[config.mk]
export PLATFORM = sky130hd
export DESIGN_NAME = enemy_fire_arbiter
export DESIGN_NICKNAME = d
export VERILOG_FILES = /design/src/rtl/enemy_fire_arbiter.sv
export SDC_FILE = /design/constraint.sdc
export NUM_CORES = 1
export LEC_CHECK = 0
export ABC_CLOCK_PERIOD_IN_PS = 6000
export CAP_MARGIN = 5
export CELL_PAD_IN_SITES_DETAIL_PLACEMENT = 1
export CELL_PAD_IN_SITES_GLOBAL_PLACEMENT = 1
export CORE_ASPECT_RATIO = 1.4
export CORE_MARGIN = 2
export CORE_UTILIZATION = 33
export DETAILED_ROUTE_END_ITERATION = 12
export HOLD_SLACK_MARGIN = 0.06
export PLACE_DENSITY_LB_ADDON = 0.1
export SLEW_MARGIN = 0
export SYNTH_ARGS = -nofsm -noshare
export SYNTH_HDL_FRONTEND = slang
export SYNTH_SLANG_ARGS = --single-unit
[constraint.sdc]
create_clock -name dclk -period 6 [get_ports dclk]
set_input_delay 0.9 -clock dclk [delete_from_list [all_inputs] [get_ports dclk]]
set_output_delay 0.9 -clock dclk [all_outputs]
set_load 0.01 [all_outputs]
[src/rtl/enemy_fire_arbiter.sv]
// enemy_fire_arbiter: round-robin arbiter granting one shared enemy
// projectile to a requesting invader, then tracking its flight.
//
// Ports:
//   dclk        sole clock, rising edge
//   clr         asynchronous active-high reset
//   play        game running; 0 forces idle and clears the projectile
//   tick        one-cycle movement strobe
//   req         per-invader fire request (level), NREQ bits
//   enemy_x/y   packed invader coords, index i at [10i+9:10i]
//   player_x    player x (used for homing)
//   hit         projectile struck the player; retire now
//   grant       one-hot, one-cycle pulse to the winning invader
//   proj_x/y    shared projectile position; proj_y=0 means none
//   proj_active projectile in flight
//
// Build option: define ENEMY_FIRE_HOMING_EN to make the projectile
// drift one pixel per tick toward player_x.

module enemy_fire_arbiter #(
  parameter int NREQ     = 4,
  parameter int Y_MAX    = 480,
  parameter int COOLDOWN = 64
) (
  input  logic              dclk,
  input  logic              clr,
  input  logic              play,
  input  logic              tick,
  input  logic [NREQ-1:0]   req,
  input  logic [10*NREQ-1:0] enemy_x,
  input  logic [10*NREQ-1:0] enemy_y,
  input  logic [9:0]        player_x,
  input  logic              hit,
  output logic [NREQ-1:0]   grant,
  output logic [9:0]        proj_x,
  output logic [9:0]        proj_y,
  output logic              proj_active
);

  localparam int IW = (NREQ > 1) ? $clog2(NREQ) : 1;
  localparam logic [9:0] X_MAX = 10'd639;
  localparam logic [9:0] Y_TOP = 10'h3FF;
  localparam logic [9:0] Y_LIM = 10'(Y_MAX);
  // A zero cooldown still spends one cycle in COOLDOWN.
  localparam int CD_EFF = (COOLDOWN < 1) ? 1 : COOLDOWN;
  localparam logic [6:0] CD_LOAD = 7'(CD_EFF - 1);
  localparam logic [IW-1:0] LAST_RST = IW'(NREQ - 1);

  typedef enum logic [1:0] {
    S_IDLE   = 2'b00,
    S_LAUNCH = 2'b01,
    S_FLIGHT = 2'b10,
    S_COOL   = 2'b11
  } state_t;

  state_t state_q, state_d;

  logic [IW-1:0]   winner_q, winner_d;
  logic [IW-1:0]   last_q, last_d;
  logic [6:0]      cnt_q, cnt_d;
  logic [NREQ-1:0] grant_d;
  logic [9:0]      px_d, py_d;
  logic            act_d;

  logic [9:0]      ex [NREQ];
  logic [9:0]      ey [NREQ];
  logic [NREQ-1:0] elig;
  logic [IW-1:0]   pick;

  for (genvar i = 0; i < NREQ; i++) begin : g_unpack
    assign ex[i]   = enemy_x[10*i +: 10];
    assign ey[i]   = enemy_y[10*i +: 10];
    // y=0 marks an off-screen invader.
    assign elig[i] = req[i] && (ey[i] != 10'd0);
  end

  function automatic logic [9:0] clamp_x(
    input logic [9:0] v
  );
    return (v > X_MAX) ? X_MAX : v;
  endfunction

  // First eligible index after last, wrapping modulo NREQ.
  function automatic logic [IW-1:0] rr_pick(
    input logic [NREQ-1:0] m,
    input logic [IW-1:0]   last
  );
    logic [IW-1:0] p;
    logic          f;
    int            j;
    p = last;
    f = 1'b0;
    for (int k = 1; k <= NREQ; k++) begin
      j = (int'(last) + k) % NREQ;
      if (!f && m[j]) begin
        p = IW'(j);
        f = 1'b1;
      end
    end
    return p;
  endfunction

`ifdef ENEMY_FIRE_HOMING_EN
  // One pixel toward target; both ends clamped so
  // the step never leaves 0..639.
  function automatic logic [9:0] home_step(
    input logic [9:0] px,
    input logic [9:0] tx
  );
    logic [9:0] p;
    logic [9:0] t;
    p = clamp_x(px);
    t = clamp_x(tx);
    if (p < t) begin
      return p + 10'd1;
    end else if (p > t) begin
      return p - 10'd1;
    end
    return p;
  endfunction
`else
  logic unused_player_x;
  assign unused_player_x = ^player_x;
`endif

  assign pick = rr_pick(elig, last_q);

  always_ff @(posedge dclk or posedge clr) begin
    if (clr) begin
      state_q     <= S_IDLE;
      winner_q    <= '0;
      last_q      <= LAST_RST;
      cnt_q       <= '0;
      grant       <= '0;
      proj_x      <= '0;
      proj_y      <= '0;
      proj_active <= 1'b0;
    end else begin
      state_q     <= state_d;
      winner_q    <= winner_d;
      last_q      <= last_d;
      cnt_q       <= cnt_d;
      grant       <= grant_d;
      proj_x      <= px_d;
      proj_y      <= py_d;
      proj_active <= act_d;
    end
  end

  always_comb begin
    state_d  = state_q;
    winner_d = winner_q;
    last_d   = last_q;
    cnt_d    = cnt_q;
    grant_d  = '0;
    px_d     = proj_x;
    py_d     = proj_y;
    act_d    = proj_active;

    if (!play) begin
      state_d = S_IDLE;
      cnt_d   = '0;
      px_d    = '0;
      py_d    = '0;
      act_d   = 1'b0;
    end else begin
      unique case (state_q)
        S_IDLE: begin
          if (|elig) begin
            winner_d = pick;
            state_d  = S_LAUNCH;
          end
        end

        S_LAUNCH: begin
          grant_d = NREQ'(1) << winner_q;
          px_d    = clamp_x(ex[winner_q]);
          py_d    = ey[winner_q];
          act_d   = 1'b1;
          last_d  = winner_q;
          state_d = S_FLIGHT;
        end

        S_FLIGHT: begin
          // hit wins over a same-cycle tick.
          if (hit || (tick && proj_y >= Y_LIM)) begin
            state_d = S_COOL;
            cnt_d   = CD_LOAD;
            px_d    = '0;
            py_d    = '0;
            act_d   = 1'b0;
          end else if (tick) begin
            py_d = (proj_y == Y_TOP) ? proj_y
                                     : proj_y + 10'd1;
`ifdef ENEMY_FIRE_HOMING_EN
            px_d = home_step(proj_x, player_x);
`endif
          end
        end

        S_COOL: begin
          if (cnt_q == 7'd0) begin
            state_d = S_IDLE;
          end else begin
            cnt_d = cnt_q - 7'd1;
          end
        end

        default: begin
          state_d = S_IDLE;
        end
      endcase
    end
  end

endmodule

==> summary.md <==
| Metric | Value |
|---|---|
| Async set or reset register ratio after synthesis | 1.00 |
| Outcome | finished, final reports clean |
| Vias in the first global route | 2752 |
| Syn. warnings | 0 |
| Max incr delay on CP | 850 ps |
| Worst EP arrival | 3630 ps |
| MaxCap Viol Count | 0 |
| CTS tree | yes |
| Clock Sinks | 38 |
| Skew-Pair Late Insertion Delay | 280 ps |
| Post-DR wirelength/cell | 19.1 um |
| CP max FO | 17 |
| Crit Path Category | in2reg |
| Top post-synthesis cells by area | dfrtp_1 33%, mux4_2 16%, nand2_1 4.0% |
| CP bufs+invs | 2 |
| Final setup fails | 0 |
| Initial antenna violation count | 0 |
| Syn Nets | 367 |
| RSZ-0062 raised after global routing | false |
| Hold/Removal Path Class | reg2reg |
| Total CTS buffers | 5 |
| Syn_area_per_cell | 10.5 sq um |
| Gr ovfl total | 0 |
| Vias | 2616 |
| P per Cell Area | 364 nW/um^2 |
| Met3 wire length | 437 um |
| Top Ports | 124 |
| Cts hold-fix bufs | 0 |
| 1st-iter DRT viols | 133 |
| Post-DP Area | 3930 sq um |
| Core Region | 8100 sq um |
| Vias per inst | 5.54 |
| Clock root buffer | clkbuf_16 |
| Clk buf depth | 2 |
| Critical path required time | 6220 ps |
| Post-Place Worst Slack | 2240 ps |
| FP Rows | 39 |
| Layout cells sized above 1 | 0.122 |
| Drt pass-1 iters | 4 |
| Slew headroom | 0.257 |
| Die width | 80.7 um |
| Register area share after synthesis | 0.351 |
| Most frequent cells in the layout | 113 x clkdlybuf4s50_1, 36 x dfrtp_1, 29 x nand2_1 |
| Post-synth EDFFs | 0 |
| Gate Count Post-Synth | 260 |
| Yosys top cell by area | dfrtp_1 |
| Crit path max-delay cell type | clkdlybuf4s50_1 |
| Clock skew | 5.81 ps |
| Full die area | 9000 sq um |
| Reg clk slew, reported paths | 60 ps |
| Fmax | 293 MHz |
| Max Used Layer | met4 |
| Commonest non-fill, non-tap cell in the layout | clkdlybuf4s50_1 |
| Detail Route Antenna Nets | 0 |
| Maximum VDD drop | 0.000194 V |
| Final worst slack | 2590 ps |
| DRT met1 WL | 3.53 mm |
| Most common cell on crit path | nor2_1 |
| Post-route DRC violation count | 0 |
| Share of the synthesized area in the top cell type | 0.331 |
| Synth unique cells | 54 |
| Final period utilization | 0.569 |
| Initial Utilization | 0.336 |
| Setup TNS | 0 ps |
| Main synth FF type | dfrtp_1 |
| Final min period | 3410 ps |
| Top Family by Delay on Critical Path | simple AND/OR/NAND/NOR gates |
| First-pass GRT wire length | 14.3 mm |
| Area Overhead vs Synth | 50.8% |
| Finished Cell Area | 4100 sq um |
| Chip height | 111 um |
| Postcts setup bufs | 0 |
| All-layer global routing usage | 0.206 |
| Number of diodes | 0 |
| Detail Route met2 WL | 4.97 mm |
| Final WL | 9.02 mm |
| Mapped cell area | 2720 sq um |
| # port buffers | 113 |
| Pins Over Slew Limit | 0 |
| HPWL after DPL | 7.06 mm |
| Post-CTS sizing | 0 |
| Post-synthesis register bit count | 38 |
| Final Wtd Congestion | 0.799 |
| P_leak | 1.63 nW |
| Slew @ Worst Pin | 1110 ps |
| Hold Vio Cnt, Final | 0 |
| Layout Nets | 476 |
| Crit path cell chain | clkdlybuf4s50_1 > inv_1 > nor2_1 > nand2_1 > nor2_1 > a22o_1 |
| CP Launch Type | input port |
| CP endpoint kind | flip-flop |
| Htree depth | 2 |
| Maximum number of pins on one net before global-route repair | 39 |
-- synth_stat cells (all sizes together), types with 2 or more instances --
master / instances
dfrtp: 36
nand2: 29
mux4: 20
nor2: 20
inv: 17
o21ai: 16
a21oi: 12
a22o: 9
clkbuf: 8
ha: 8
nand3: 8
o2bb2ai: 8
buf: 6
or4: 6
a32o: 4
and3: 4
o41ai: 4
a31o: 3
a31oi: 3
nand2b: 3
nor4: 3
a22oi: 2
a41o: 2
dfstp: 2
mux2i: 2
nand4: 2
nor4b: 2
o32ai: 2
-- registers in the layout, summed over array words and instances, names as in the netlist --
register     count
cnt_q            7
grant            4
last_q           2
proj_y          10
proj_active      1
winner_q         2
proj_x          10
state_q          2
-- final timing paths --
path                       startpoint        end  slack [ps]  cells past startpoint
min reg2reg                 proj_x[2]  proj_x[2]         480                      1
max in group asynchronous         clr  last_q[1]        4570                      3
min                         proj_x[2]  proj_x[2]         480                      1
max reg2reg                state_q[0]   cnt_q[6]        3420                      6
max                              play  proj_x[8]        2590                      6
min in group asynchronous         clr   grant[3]        1050                      3
-- metal layers --
layer | GRT usage | vias up
met3 | 0.0332 | 4
met1 | 0.244 | 1324
li1 | - | 1220
met5 | 0 | -
met4 | 0.0463 | 0
met2 | 0.382 | 68
-- logic make-up after synthesis --
| group | after synthesis | synth area share |
|---|---|---|
| muxes | 23 | 0.178 |
| AOI/OAI and AO/OA | 75 | 0.224 |
| adders and majority gates | 8 | 0.0368 |
| buffers and inverters | 31 | 0.0501 |
| and+or+nand+nor | 85 | 0.160 |
| DFF | 38 | 0.351 |
-- power by group --
| part | switching [W] | leakage, nW | internal, W |
|---|---|---|---|
| clock | 0.000102 | 0.0841 | 0.000208 |
| sequential | 0.000121 | 0.488 | 0.000347 |
| combinational | 0.000322 | 1.06 | 0.000394 |
-- per-stage QoR --
stage / total power (W) / util / cells / hold slack [ps]
3_3_place_gp: 0.00119 / 0.485 / 464 / 472
2_1_floorplan: 0.000895 / - / 260 / 466
5_1_grt: 0.00160 / 0.506 / 472 / 506
4_1_cts: 0.00151 / 0.506 / 472 / 491
3_5_place_dp: 0.00120 / 0.485 / 464 / 475
6_report: 0.00149 / 0.506 / 472 / 485
-- worst register-to-register path: cells and delay by family, from the launching register on --
kind	cells	cell delay (ps)
compound gates	4	1570
fa+ha+maj	1	370
buf+inv	1	180
flops	1	370
-- area by class of cell --
cell class	instances	area, sq um
Sequential cell	38	953
Clock buffer	7	143
Fill cell	908	4000
Timing Repair Buffer	116	1150
Clock inverter	1	30.0
Inverter	17	63.8
Tap cell	102	128
Multi-Input combinational cell	191	1630
Power figures use the tool's default switching activity.
